--- config.mk ---
export PLATFORM = sky130hd
export DESIGN_NAME = uart_rx_os
export DESIGN_NICKNAME = d
export VERILOG_FILES = /design/src/rtl/uart_rx_os.sv
export SDC_FILE = /design/constraint.sdc
export NUM_CORES = 1
export LEC_CHECK = 0
export BUFFER_PORTS_ARGS = -buffer_cell sky130_fd_sc_hd__buf_2
export CORE_UTILIZATION = 54
export CTS_CLUSTER_DIAMETER = 100
export DETAILED_ROUTE_END_ITERATION = 8
export PLACE_DENSITY = 0.76
export SLEW_MARGIN = 20
export SYNTH_ARGS = -nofsm -noshare
export SYNTH_HDL_FRONTEND = slang
export SYNTH_SLANG_ARGS = --single-unit
--- constraint.sdc ---
create_clock -name i_clk -period 3.21 [get_ports i_clk]
set_input_delay 0.642 -clock i_clk [delete_from_list [all_inputs] [get_ports i_clk]]
set_output_delay 0.642 -clock i_clk [all_outputs]
set_load 0.005 [all_outputs]
--- src/rtl/uart_rx_os.sv ---
// Oversampling 8N1 UART receiver with 3-sample majority voting,
// a valid/ready holding register, and frame-error / overrun pulses.
module uart_rx_os #(
   parameter int DIV        = 4,
   parameter int OVERSAMPLE = 16,
   parameter int DATA_BITS  = 8
) (
   input  logic                 i_clk,
   input  logic                 i_reset,
   input  logic                 i_rxd,
   input  logic                 i_ready,
   output logic [DATA_BITS-1:0] o_data,
   output logic                 o_valid,
   output logic                 o_frame_err,
   output logic                 o_overrun,
   output logic                 o_busy
);

   localparam int TW = $clog2(DIV);
   localparam int SW = $clog2(OVERSAMPLE);
   localparam int BW = (DATA_BITS > 1) ? $clog2(DATA_BITS) : 1;
   localparam int M  = OVERSAMPLE / 2;

   localparam logic [TW-1:0] T_LAST = TW'(DIV - 1);
   localparam logic [SW-1:0] S_PRE  = SW'(M - 1);
   localparam logic [SW-1:0] S_MID  = SW'(M);
   localparam logic [SW-1:0] S_DEC  = SW'(M + 1);
   localparam logic [SW-1:0] S_LAST = SW'(OVERSAMPLE - 1);
   localparam logic [BW-1:0] B_LAST = BW'(DATA_BITS - 1);

   typedef enum logic [2:0] {
      IDLE,
      START,
      DATA,
      STOP,
      BREAK
   } state_t;

   state_t               state;
   logic                 rx_meta;
   logic                 rxs;
   logic [TW-1:0]        tcnt;
   logic [SW-1:0]        scnt;
   logic [BW-1:0]        bidx;
   logic [DATA_BITS-1:0] shreg;
   logic                 v0;
   logic                 v1;

   logic tick;
   logic at_dec;
   logic vote;
   logic deliver;

   assign tick    = (state != IDLE) && (tcnt == T_LAST);
   assign at_dec  = tick && (scnt == S_DEC);
   assign vote    = (v0 & v1) | (v0 & rxs) | (v1 & rxs);
   assign deliver = at_dec && (state == STOP) && vote;

   // Two-flop synchronizer; the line idles high so reset to 1.
   always_ff @(posedge i_clk or negedge i_reset) begin
      if (!i_reset) begin
         rx_meta <= 1'b1;
         rxs     <= 1'b1;
      end else begin
         rx_meta <= i_rxd;
         rxs     <= rx_meta;
      end
   end

   // Frame FSM: tick/sample counters, vote capture, shifting, flags.
   always_ff @(posedge i_clk or negedge i_reset) begin
      if (!i_reset) begin
         state       <= IDLE;
         tcnt        <= '0;
         scnt        <= '0;
         bidx        <= '0;
         shreg       <= '0;
         v0          <= 1'b0;
         v1          <= 1'b0;
         o_frame_err <= 1'b0;
         o_busy      <= 1'b0;
      end else begin
         o_frame_err <= 1'b0;

         if (state == IDLE || tick) begin
            tcnt <= '0;
         end else begin
            tcnt <= tcnt + 1'b1;
         end

         if (tick && scnt == S_PRE) begin
            v0 <= rxs;
         end
         if (tick && scnt == S_MID) begin
            v1 <= rxs;
         end
         if (tick) begin
            scnt <= (scnt == S_LAST) ? '0 : scnt + 1'b1;
         end

         unique case (state)
            IDLE: begin
               if (!rxs) begin
                  state  <= START;
                  scnt   <= '0;
                  bidx   <= '0;
                  o_busy <= 1'b1;
               end
            end
            START: begin
               if (at_dec && vote) begin
                  state  <= IDLE;
                  o_busy <= 1'b0;
               end else if (tick && scnt == S_LAST) begin
                  state <= DATA;
               end
            end
            DATA: begin
               if (at_dec) begin
                  shreg <= {vote, shreg[DATA_BITS-1:1]};
               end
               if (tick && scnt == S_LAST) begin
                  if (bidx == B_LAST) begin
                     state <= STOP;
                  end else begin
                     bidx <= bidx + 1'b1;
                  end
               end
            end
            STOP: begin
               if (at_dec) begin
                  if (vote) begin
                     state  <= IDLE;
                     o_busy <= 1'b0;
                  end else begin
                     state       <= BREAK;
                     o_frame_err <= 1'b1;
                  end
               end
            end
            BREAK: begin
               if (rxs) begin
                  state  <= IDLE;
                  o_busy <= 1'b0;
               end
            end
            default: begin
               state  <= IDLE;
               o_busy <= 1'b0;
            end
         endcase
      end
   end

   // Holding register: load on delivery if free or draining, else drop.
   always_ff @(posedge i_clk or negedge i_reset) begin
      if (!i_reset) begin
         o_data    <= '0;
         o_valid   <= 1'b0;
         o_overrun <= 1'b0;
      end else begin
         o_overrun <= deliver && o_valid && !i_ready;
         if (deliver && (!o_valid || i_ready)) begin
            o_data  <= shreg;
            o_valid <= 1'b1;
         end else if (o_valid && i_ready) begin
            o_valid <= 1'b0;
         end
      end
   end

endmodule

==> reports/summary.txt <==
1st-iter DRT viols - 15
WL/cell - 15.82 µm
Critical Path Fanout Max - 10
Die X - 57.37 µm
outcome - complete, but fails checks
Design Area, Final - 1794 µm²
crit path launch type - register
routed vias - 1048
total wire length - 2769 µm
Worst-path clk slew - 0.12 ns
Clock Path Buffers - 2
Async SR Flop Fraction - 100.0%
Critical Path End - o_data[4]
routability cong. - 0.7956
fillcell total - 237
post-DR vias/cell - 5.989
Starting Density - 58.51%
Die Span Y - 57.37 µm
# diodes - 0
syn_area_per_cell - 13.03 µm²
Worst Setup SP - tcnt[0]
CP Class - reg -> reg
period utilization - 56.10%
Synth top area share - 51.40%
DRC viols - 2
sequential cell area fraction in the yosys report - 54.57%
worst flop-to-flop path endpoint - o_data[4]
setup_tns - 0 ns
die area - 3291 µm²
Pwr Density - 540.9 nW/µm²
Hold Crit Class - in -> async
Post-CTS Setup Bufs - 0
number of distinct library cells after synthesis - 41
Post-DP HPWL - 1992 µm
H-tree lvl count - 2
Ports - 16
final core occ - 63.42%
Root Buffer Master - clkbuf_4
RSZ-0062 raised after global routing - false
biggest area consumer among synthesized cells - dfrtp_1
Synth area leaders - dfrtp_1 (51%), mux2_2 (12%), ha_1 (4.5%)
PnR worst setup slack - 1.409 ns
Pre-Repair DR Iteration Count - 6
vias in the first global route - 1064
FF-to-FF path depth - 4
Synth Flop Type - dfrtp_1
fin crit period - 1.801 ns
CTS Sinks - 36
highest-delay cell along the critical path - and4b_1
syn nets - 137
Slew headroom - 49.18%
post-CTS resize count - 0
CTS tree - built
Buffers & Inverters on Critical Path - 0
I/O Buffers - 15
Worst R2R Start - tcnt[0]
pre-CTS setup slack - 1.427 ns
total placed instance area - 1718 µm²
Tot GR Track Use - 19.87%
Seq cells post-synth - 36
number of cell rows - 19
leakage - 0.9107 nW
Worst setup EP type - register
GRT overflow - 0
Clock Latency Late Sink - 0.34 ns
max-cap viol count - 0
Core ar. - 2829 µm²
Finish-stage setup viols - 0
most frequent cells in the layout - dfrtp_1 (34), mux2_2 (18), buf_2 (15), nand2_1 (8)
Critical Path AT - 2.03 ns
CP max stage delay - 0.44 ns
required time of the critical path - 3.44 ns
Final Hold Viols - 0
Layout area overhead - 8.390%
synthesized instance count - 127
largest net degree at the start of global routing - 37
Netlist Area Pre-Place - 1655 µm²
nets@finish - 153
Post-DRT Antenna Nets - 0
failing checks - DRC
r2r setup slk - 1.41 ns
Hold Slack - 0.3608 ns
initial antenna violation count - 0
VDD IR max - 0.4257 mV
clock skew - 0.01547 ns
most common cell after layout, fill and taps aside - dfrtp_1
hold_buf cts - 0
Slew Limit Fails - 0
fraction of layout cells with a size suffix above 1 - 34.03%
FMAX - 555.3 MHz
YS warnings - 0
Top Family by Delay on Critical Path - simple AND/OR/NAND/NOR gates
EDFF count, synth - 0
crit-path cells - ha_1 > and4b_1 > nand4_4 > mux2_2
worst-margin pin slew - 0.7624 ns
WP depth - 4
global-route wire length before repair - 4919 µm
TritonCTS Buffers - 5
-- metrics by stage --
step / total power, W / cells
6_report: 0.0009705 / 175
5_1_grt: 0.001015 / 175
4_1_cts: 0.0009746 / 175
3_5_place_dp: 0.0006655 / 167
3_3_place_gp: 0.0006558 / 167
2_1_floorplan: 0.0006299 / 127
-- per-layer routing --
layer / part of all wire (%) / GRT usage (%) / routed length [µm] / vias up
li1: - / - / - / 496
met1: 46 / 26.06 / 1276 / 522
met2: 48 / 32.56 / 1337 / 23
met3: 3.8 / 4.082 / 105 / 7
met4: 1.8 / 7.666 / 49 / 0
met5: 0 / 0 / 0 / -
-- sequential cells by signal (all words and copies together), names as in the netlist --
signal,cells
v1,1
o_busy,1
shreg,8
scnt,4
tcnt,2
o_valid,1
state,3
rx_meta,1
o_frame_err,1
o_overrun,1
bidx,3
rxs,1
o_data,8
v0,1
-- worst min path at each step --
| stage | to | slack, ns |
|---|---|---|
| detailed placement | rxs | 0.35 |
| CTS | rxs | 0.36 |
| floorplan | bidx[0] | 0.35 |
| global route | rxs | 0.37 |
| finish | o_overrun | 0.36 |
| global placement | rxs | 0.35 |
-- where the power goes --
part | switching (W) | internal [W] | total [W]
logic | 0.0000754 | 0.0000596 | 0.000135
registers | 0.0000346 | 0.000488 | 0.000522
clock network | 0.000150 | 0.000163 | 0.000313
-- synth_stat cells, drive strengths merged (2+ instances only) --
master  instances
dfrtp          34
mux2           18
nand2           8
buf             6
ha              6
inv             6
nor2            4
a21oi           3
mux2i           3
nand4b          3
o21ai           3
a22o            2
a31oi           2
and4            2
dfstp           2
maj3            2
nand3           2
nand4           2
nor3            2
-- logic make-up after synthesis --
group	Yosys count	share of synthesized area [%]
compound gates	18	7.786
fa+ha+maj	8	5.744
buf+inv	12	4.460
flops	36	54.57
mux	21	14.06
simple gates	32	13.38
-- cell type report --
| type | count | area, µm² | share of cell area [%] |
|---|---|---|---|
| Timing Repair Buffer | 15 | 75.07 | 4.184 |
| Clock inverter | 2 | 35.03 | 1.953 |
| Clock buffer | 6 | 41.29 | 2.301 |
| Tap cell | 31 | 38.79 | 2.162 |
| Inverter | 6 | 22.52 | 1.255 |
| Sequential cell | 36 | 903.4 | 50.35 |
| Multi-Input combinational cell | 79 | 678.2 | 37.80 |
(Power assumes the default switching activity.)
